File: src/rtl/crop_window_out.sv
// Crops a fixed-size window out of a raw pixel stream; the window top row follows
// the Y-start detector and is latched once per frame at pixel (0,0).
module crop_window_out #(
  parameter int H_ACTIVE = 640,
  parameter int V_ACTIVE = 480,
  parameter int X_START  = 160,
  parameter int CROP_W   = 320,
  parameter int CROP_H   = 240
) (
  input  logic        iCLK,
  input  logic        iRST,
  input  logic [9:0]  iDATA,
  input  logic        iDVAL,
  input  logic [15:0] iYSTART,
  input  logic        iCROP_EN,
  output logic [9:0]  oDATA,
  output logic        oDVAL,
  output logic        oSOL,
  output logic        oEOL,
  output logic        oSOF,
  output logic        oEOF,
  output logic [15:0] oYORG
);

  localparam logic [15:0] X_LAST   = 16'(H_ACTIVE - 1);
  localparam logic [15:0] Y_LAST   = 16'(V_ACTIVE - 1);
  localparam logic [15:0] X_FIRST  = 16'(X_START);
  localparam logic [15:0] WIN_W    = 16'(CROP_W);
  localparam logic [15:0] WIN_H    = 16'(CROP_H);
  localparam logic [15:0] YORG_MAX = 16'(V_ACTIVE - CROP_H);

  typedef enum logic [2:0] {
    ARM        = 3'd0,
    IDLE_FRAME = 3'd1,
    SKIP       = 3'd2,
    ACTIVE     = 3'd3,
    DONE       = 3'd4
  } state_t;

  state_t      stateR;
  logic [15:0] xContR;
  logic [15:0] yContR;

  logic        isOriginS;
  logic [15:0] yorgSelS;
  logic        frameOnS;
  logic [15:0] xOffS;
  logic [15:0] yOffS;
  logic        emitS;
  logic        isSolS;
  logic        isEolS;
  logic        isSofS;
  logic        isEofS;

  // Window decode for the pixel currently on the input, using the origin that
  // will be in force for it (freshly clamped at (0,0), otherwise the latched one).
  always_comb begin
    isOriginS = (xContR == 16'd0) && (yContR == 16'd0);
    if (isOriginS) begin
      yorgSelS = (iYSTART > YORG_MAX) ? YORG_MAX : iYSTART;
      frameOnS = iCROP_EN;
    end else begin
      yorgSelS = oYORG;
      frameOnS = (stateR == SKIP) || (stateR == ACTIVE);
    end
    // Offsets wrap to large values below the window, so one compare covers both edges
    xOffS  = xContR - X_FIRST;
    yOffS  = yContR - yorgSelS;
    emitS  = iDVAL && frameOnS && (xOffS < WIN_W) && (yOffS < WIN_H);
    isSolS = (xOffS == 16'd0);
    isEolS = (xOffS == WIN_W - 16'd1);
    isSofS = isSolS && (yOffS == 16'd0);
    isEofS = isEolS && (yOffS == WIN_H - 16'd1);
  end

  // Raster position of the incoming pixel; advances only on valid pixels.
  always_ff @(posedge iCLK or negedge iRST) begin
    if (!iRST) begin
      xContR <= 16'd0;
      yContR <= 16'd0;
    end else if (iDVAL) begin
      if (xContR == X_LAST) begin
        xContR <= 16'd0;
        yContR <= (yContR == Y_LAST) ? 16'd0 : yContR + 16'd1;
      end else begin
        xContR <= xContR + 16'd1;
      end
    end else begin
      xContR <= xContR;
      yContR <= yContR;
    end
  end

  // Frame state machine with registered pixel and marker outputs.
  always_ff @(posedge iCLK or negedge iRST) begin
    if (!iRST) begin
      stateR <= ARM;
      oDATA  <= 10'd0;
      oDVAL  <= 1'b0;
      oSOL   <= 1'b0;
      oEOL   <= 1'b0;
      oSOF   <= 1'b0;
      oEOF   <= 1'b0;
      oYORG  <= 16'd0;
    end else if (iDVAL) begin
      oDVAL <= emitS;
      oSOL  <= emitS && isSolS;
      oEOL  <= emitS && isEolS;
      oSOF  <= emitS && isSofS;
      oEOF  <= emitS && isEofS;
      if (emitS) begin
        oDATA <= iDATA;
      end else begin
        oDATA <= oDATA;
      end
      if (isOriginS) begin
        oYORG <= yorgSelS;
        if (!iCROP_EN) begin
          stateR <= IDLE_FRAME;
        end else if (emitS && isEofS) begin
          stateR <= DONE;
        end else if (emitS) begin
          stateR <= ACTIVE;
        end else begin
          stateR <= SKIP;
        end
      end else begin
        oYORG <= oYORG;
        case (stateR)
          SKIP: begin
            if (emitS) begin
              stateR <= isEofS ? DONE : ACTIVE;
            end else begin
              stateR <= SKIP;
            end
          end
          ACTIVE: begin
            if (emitS && isEofS) begin
              stateR <= DONE;
            end else begin
              stateR <= ACTIVE;
            end
          end
          default: stateR <= stateR;
        endcase
      end
    end else begin
      stateR <= stateR;
      oDATA  <= oDATA;
      oDVAL  <= 1'b0;
      oSOL   <= 1'b0;
      oEOL   <= 1'b0;
      oSOF   <= 1'b0;
      oEOF   <= 1'b0;
      oYORG  <= oYORG;
    end
  end

endmodule

File: config.mk
export PLATFORM = sky130hd
export DESIGN_NAME = crop_window_out
export DESIGN_NICKNAME = d
export VERILOG_FILES = /design/src/rtl/crop_window_out.sv
export SDC_FILE = /design/constraint.sdc
export NUM_CORES = 1
export LEC_CHECK = 0
export BUFFER_PORTS_ARGS = -buffer_cell sky130_fd_sc_hd__buf_2
export CAP_MARGIN = 20
export CORE_MARGIN = 10
export CORE_UTILIZATION = 50
export DETAILED_ROUTE_END_ITERATION = 10
export PLACE_DENSITY = 0.74
export SETUP_SLACK_MARGIN = 0.02
export SLEW_MARGIN = 15
export SYNTH_ARGS = -nofsm -noshare
export SYNTH_HDL_FRONTEND = slang
export SYNTH_SLANG_ARGS = --single-unit
File: constraint.sdc
create_clock -name iCLK -period 4.4 [get_ports iCLK]
set_input_delay 0.22 -clock iCLK [delete_from_list [all_inputs] [get_ports iCLK]]
set_output_delay 0.22 -clock iCLK [all_outputs]
set_load 0.01 [all_outputs]
==> results.yml, run 1 <==
drt:
  ant_nets: 0
  drt_iter0_markers: 321
  vias: 4143
  drtPass1Iterations: 6
  wire_per_inst_um: 17.3
  viasPerCell: 5.89
  drt_wl_total_mm: 12.2
  drc: 0
timing:
  final.min_clock_period_ns: 4.29
  fmax_ghz: 0.233
  finalCritPeriodShare_pct: 97.6
  maxSlewViolCount: 0
  tightest_slew_ns: 0.746
  whs_ns: 0.0993
  finalSetupViolations: 0
  fin_skew_ns: 0.0103
  rsz0062_at_grt: "yes"
  final_hold_viol_count: 0
  slew_headroom_pct: 50.1
worst_setup_path:
  reg2regPathDepth: 20
  timing.rr.end: "oSOF"
  critical_path_arrival_ns: 4.55
  critPathBufInv: 2
  cp-startpoint: "xContR[1]"
  cp_max_fo: 5
  criticalPathCategory: "flip-flop to flip-flop"
  r2r_start: "xContR[1]"
  cp_slowest_stage_delay_ns: 0.54
  crit_path_start_kind: "flip-flop"
  cp-end-kind: "flip-flop"
  critPathRequiredTime_ns: 4.66
  cpLargestDelayFamily: "simple AND/OR/NAND/NOR gates"
  path_cells: "inv_2 -> ha_4 -> nor4b_4 -> and4_4 -> nand2_8 -> nand2_2 -> o21ai_2 -> ha_2 -> inv_2 -> fa_2 -> nand3_2 -> and2_4 -> a211o_1 -> nand4_1 -> or4b_4 -> a31oi_4 -> o21ai_4 -> a2111oi_4 -> nand3_2 -> nor4_2"
  rrSetupSlack_ns: 0.11
  crit_slowest_cell: "or4b_4"
logic_synthesis:
  synth_top_cell_by_area: "dfrtp_1"
  synthTopCellsByArea: "dfrtp_1, ha_1, xnor2_1"
  synth_cell_types: 71
  synth-compound-area-share_pct: 13.5
  syn-instance-count: 470
  yosys.area_share.simple_pct: 28.4
  ys_seq_area_share_pct: 37.6
  synth_warnings: 0
  synth_ff_type: "dfrtp_1"
  muxShareOfSynthArea_pct: 4.34
  synthArstFlopShare_pct: 100
  yosysTopAreaCellShare_pct: 37.6
  synth_edf_count: 0
  netlist_top_cells_count: "dfrtp_1, nand2_1, nor2_1, o21ai_0"
  syn-cell-area_um2: 4320
  synthXorXnorAreaFrac_pct: 7.50
  synth_top_family_by_area: "simple AND/OR/NAND/NOR gates"
  synth.most_common_cell: "dfrtp_1"
  synthAdderAreaFrac_pct: 5.62
  synth.net_count: 518
  synth-seq-cells: 65
  postSynthAreaPerCell_um2: 9.19
clock_tree:
  clock-root-buffer: "clkbuf_8"
  clock_latency_ns: 0.35
  cts_tree: "yes"
  path_clk_slew_ns: 0.08
  htreeDepth: 3
  numCtsBuffers: 9
  cts.sink_count: 65
  clockBufferDepth: 2
min_path:
  min_to: "oDATA[3]"
  min_path_type: "input port to flip-flop"
  hp-start: "iDATA[3]"
  hold_depth: 2
global_route:
  antenna_found_initial: 0
  grt_pass1_wl_mm: 18.7
  grt_max_degree: 45
  first_global_vias: 3987
  grtUsageTotal_pct: 17.6
  overflow: 0
power:
  combPwrFrac_pct: 10.6
  clkPwrFrac_pct: 42.5
  p_leak_uw: 0.00272
  finalPower_uw: 1390
  seqPwrFrac_pct: 46.9
  ir_drop_mv: 0.192
  p_per_area_nw_per_um2: 243
  internal-power_uw: 1010
  power.switching_uw: 373
  p_sw_share_pct: 26.9
floorplanning:
  die_area_um2: 12800
  core_region_area_um2: 8300
  initial_utilization_pct: 52.1
  pin_count: 61
  die_x_um: 113
  rows: 33
  die_h_um: 113
placement:
  dpl.hpwl_mm: 8.88
  gp_congestion: 0.871
  port_buffers: 60
cells_and_area:
  final_net_count: 641
  diodes: 0
  drive_gt1_share_pct: 35.5
  syn2layout_area_growth_pct: 32.1
run_status:
  outcome: "completed"
job:
  max_cap_viol_count: 0
## kinds of logic (layout without fill, tap and decap cells)
kind of cell	count (synthesis)	after routing
and+or+nand+nor	217	217
AOI/OAI and AO/OA	86	86
DFF	65	65
xor gates and xnor gates	37	37
buffers and inverters	32	160
adders and majority gates	19	19
muxes	14	14
## metal layers
layer  wire length (um)  global-route usage (%)
met1               5020                    20.7
met2               6140                    30.6
met3                630                    3.01
met4                371                    7.95
met5                  0                       0
## flip-flops by register name, summed over array words and instances, names as in the netlist
name / cells
oEOL: 1
oYORG: 16
oDATA: 10
oSOL: 1
yContR: 16
oSOF: 1
stateR: 2
oDVAL: 1
xContR: 16
oEOF: 1
## what timing repair did
| action | in CTS | in global routing |
|---|---|---|
| gates cloned | 0 | 1 |
| resized for setup | 7 | 48 |
| hold buffers | 1 | 0 |
| setup endpoints to repair | 12 | 17 |
| pin swaps | 5 | 18 |
| endpoints found under the hold margin | 21 | 0 |
| buffers inserted | 2 | 6 |
## layout make-up
class / count / area, um^2
Clock buffer: 9 / 124
Clock inverter: 7 / 100
Fill cell: 625 / 2590
Inverter: 17 / 63.8
Multi-Input combinational cell: 373 / 2800
Sequential cell: 65 / 1630
Tap cell: 105 / 131
Timing Repair Buffer: 127 / 858
## worst register-to-register path, cell delays in order (launching register included)
cell and delay (ns):
dfrtp_1 0.42, inv_2 0.09, ha_4 0.12, nor4b_4 0.21
and4_4 0.30, nand2_8 0.08, nand2_2 0.08, o21ai_2 0.06
ha_2 0.18, inv_2 0.06, fa_2 0.22, nand3_2 0.10
and2_4 0.16, a211o_1 0.26, nand4_1 0.15, or4b_4 0.54
a31oi_4 0.25, o21ai_4 0.10, a2111oi_4 0.40, nand3_2 0.17
nor4_2 0.26
## cells in the final DEF (no fill, tap or decap), types with 7 or more instances in the layout
| cell | Yosys | routed |
|---|---|---|
| nor3_1 | 16 | 15 |
| xnor2_1 | 22 | 22 |
| xor2_1 | 15 | 15 |
| and2_1 | 10 | 9 |
| ha_1 | 17 | 15 |
| nor2_1 | 36 | 33 |
| buf_2 | 1 | 60 |
| nand2_1 | 47 | 44 |
| mux2_4 | 9 | 10 |
| clkbuf_8 | 0 | 9 |
| nand4_1 | 22 | 22 |
| buf_4 | 0 | 59 |
| inv_1 | 17 | 13 |
| a21oi_1 | 20 | 15 |
| nand3_1 | 20 | 19 |
| and3_1 | 9 | 8 |
| dfrtp_1 | 65 | 65 |
| or3_1 | 8 | 7 |
| o21ai_0 | 28 | 27 |
## worst max path at each step
stage / to / depth (start not counted)
after floorplan: oDATA[1] / 19
after global placement: oSOF / 18
after detailed placement: oSOF / 18
after CTS: oSOF / 21
after global routing: oSOF / 21
final: oSOF / 20
## power groups by stage
stage               Sequential, uW  Clock (uW)  Combinational (uW)
global placement               659           0                 129
floorplan                      657           0                79.3
finish                         649         589                 147
detailed placement             661           0                 132
global route                   652         618                 161
CTS                            649         597                 134
## through the flow
stage | cells | utilization (%) | instance area, um^2 | worst slack (ns) | setup TNS, ns
2_1_floorplan | 470 | - | 4330 | 0.0711 | 0
3_3_place_gp | 677 | 61.9 | 5140 | 0.00896 | 0
3_5_place_dp | 677 | 61.9 | 5140 | -0.114 | -0.314
4_1_cts | 696 | 65.3 | 5420 | 0.0196 | 0
5_1_grt | 703 | 68.8 | 5710 | -0.124 | -1.14
6_report | 703 | 68.8 | 5710 | 0.106 | 0
Note: power is estimated with default switching activity, not from simulation.
==> inputs of run 2 (changes only) <==
--- a/config.mk
+++ b/config.mk
@@ -7,11 +7,13 @@
 export LEC_CHECK = 0
 export BUFFER_PORTS_ARGS = -buffer_cell sky130_fd_sc_hd__buf_2
 export CAP_MARGIN = 20
+export CORE_ASPECT_RATIO = 1.5
 export CORE_MARGIN = 10
 export CORE_UTILIZATION = 50
 export DETAILED_ROUTE_END_ITERATION = 10
 export PLACE_DENSITY = 0.74
 export SETUP_SLACK_MARGIN = 0.02
+export SKIP_LAST_GASP = 1
 export SLEW_MARGIN = 15
 export SYNTH_ARGS = -nofsm -noshare
 export SYNTH_HDL_FRONTEND = slang
==> results.yml, run 2 (synthesized netlist as in run 1, its figures left out) <==
timing:
  maxSlewViolCount: 0
  slew_headroom_pct: 44.4
  finalCritPeriodShare_pct: 97.4
  finalSetupViolations: 0
  tns_ns: 0
  timing.final.ws_setup_ns: 0.115
  fin_skew_ns: 0.00351
  fmax_ghz: 0.233
  final_hold_viol_count: 0
  rsz0062_at_grt: "yes"
  final.min_clock_period_ns: 4.29
  tightest_slew_ns: 0.833
drt:
  drt_iter0_markers: 223
  drc: 0
  drtPass1Iterations: 5
  ant_nets: 0
  wire_per_inst_um: 17.1
  vias: 3979
  drt_wl_total_mm: 11.8
  viasPerCell: 5.75
worst_setup_path:
  critical_path_arrival_ns: 4.50
  timing.rr.end: "oDATA[7]"
  cp_max_fo: 7
  crit_path_start_kind: "flip-flop"
  rrSetupSlack_ns: 0.11
  cp-end-kind: "flip-flop"
  reg2regPathDepth: 21
  criticalPathCategory: "flip-flop to flip-flop"
  crit_end: "oDATA[7]"
  cp-startpoint: "xContR[0]"
  r2r_start: "xContR[0]"
  critPathRequiredTime_ns: 4.62
cells_and_area:
  top_regs: "oYORG: 16 flops, xContR: 16 flops, yContR: 16 flops"
  mostFrequentLayoutCell: "dfrtp_1"
  drive_gt1_share_pct: 33.8
  diodes: 0
  syn2layout_area_growth_pct: 30.8
  final_cells: 692
  fill_cells: 641
  final_cell_mix: "dfrtp_1, buf_2, buf_4"
  final_net_count: 628
placement:
  dp_cells: 672
  gp_congestion: 0.915
  dp_slack_ns: -0.162
  port_buffers: 60
  dpl.hpwl_mm: 8.91
power:
  finalPower_uw: 1580
  p_per_area_nw_per_um2: 279
  ir_drop_mv: 0.218
  p_leak_uw: 0.00268
floorplanning:
  die_area_um2: 12800
  die_h_um: 134
  initial_utilization_pct: 51.4
  die_x_um: 95.9
  core_region_area_um2: 8410
  rows: 41
  pin_count: 61
clock_tree:
  postCtsHoldBufs: 0
  clock-root-buffer: "clkbuf_16"
  numCtsBuffers: 9
  cts_tree: "yes"
  clock_latency_ns: 0.33
  htreeDepth: 3
  path_clk_slew_ns: 0.06
  cts.sink_count: 65
  clockBufferDepth: 2
job:
  max_cap_viol_count: 0
min_path:
  min_path_type: "input port to async pin"
global_route:
  grt_max_degree: 66
  grt_pass1_wl_mm: 19.1
  use_met1_pct: 19.9
  first_global_vias: 3975
  antenna_found_initial: 0
  met3_usage_pct: 4.25
  grtUsageTotal_pct: 18.7
  overflow: 0
  gr-usage-met2_pct: 33.3
  busiest_layer: "met2"
run_status:
  outcome: "completed"
## run 2: cell type report
class                           count  area, um^2  area share, %
Timing Repair Buffer              114         743           13.2
Tap cell                          107         134           2.37
Inverter                           17        63.8           1.13
Clock buffer                        9         225           3.98
Sequential cell                    65        1630           28.8
Clock inverter                      7         103           1.82
Multi-Input combinational cell    373        2760           48.8
## run 2: worst min-delay path by stage
| stage | startpoint | to | slack (ns) | cells after the start |
|---|---|---|---|---|
| floorplan | iRST | oDATA[0] | -0.08 | 0 |
| global placement | iRST | oYORG[4] | 0.44 | 2 |
| detailed placement | iRST | oYORG[4] | 0.46 | 2 |
| CTS | iRST | oYORG[4] | 0.11 | 2 |
| global route | iDATA[8] | oDATA[8] | 0.11 | 2 |
| finish | iRST | oYORG[4] | 0.05 | 2 |
## run 2: repair_timing
item                                   in CTS  in global routing
endpoints found under the hold margin       0                  0
gates resized for setup                    10                 36
setup endpoints to repair                  15                 17
buffers inserted                            1                  2
gates cloned                                0                  1
pin swaps                                   4                 19
## run 2: stage by stage
stage | util [%] | cell area (um^2) | hold slack, ns
after floorplan | - | 4330 | -0.0756
final | 67.2 | 5650 | 0.0462
after detailed placement | 60.5 | 5090 | 0.455
after global placement | 60.5 | 5090 | 0.444
after global routing | 67.2 | 5650 | 0.114
after CTS | 64.9 | 5460 | 0.106
## run 2: power breakdown
group | switching [uW] | total, uW | internal [uW]
clock | 280 | 782 | 501
combinational | 80.9 | 148 | 67.0
sequential | 28.0 | 649 | 621
total | 389 | 1580 | 1190
## run 2: layer usage
metal,share of wire (%),wire length [um],vias to the layer above
met5,0,0,-
met2,55,6530,93
li1,-,-,1925
met4,3.1,361,0
met1,38,4480,1930
met3,3.7,436,31
## run 2: worst max-delay path: stages, from the launching register on
cell and delay [ns]:
dfrtp_1 0.38, inv_2 0.09, ha_4 0.13, nor4b_4 0.22
and4_4 0.32, nand2_8 0.09, nand2_4 0.06, o21ai_2 0.06
ha_2 0.19, inv_2 0.06, fa_2 0.23, nand3_2 0.09
and2_4 0.16, a211o_1 0.24, nand4_1 0.11, or4b_4 0.54
and3_4 0.19, nor3_4 0.25, nor3_2 0.06, nand4_1 0.21
clkbuf_16 0.20, mux2_4 0.29
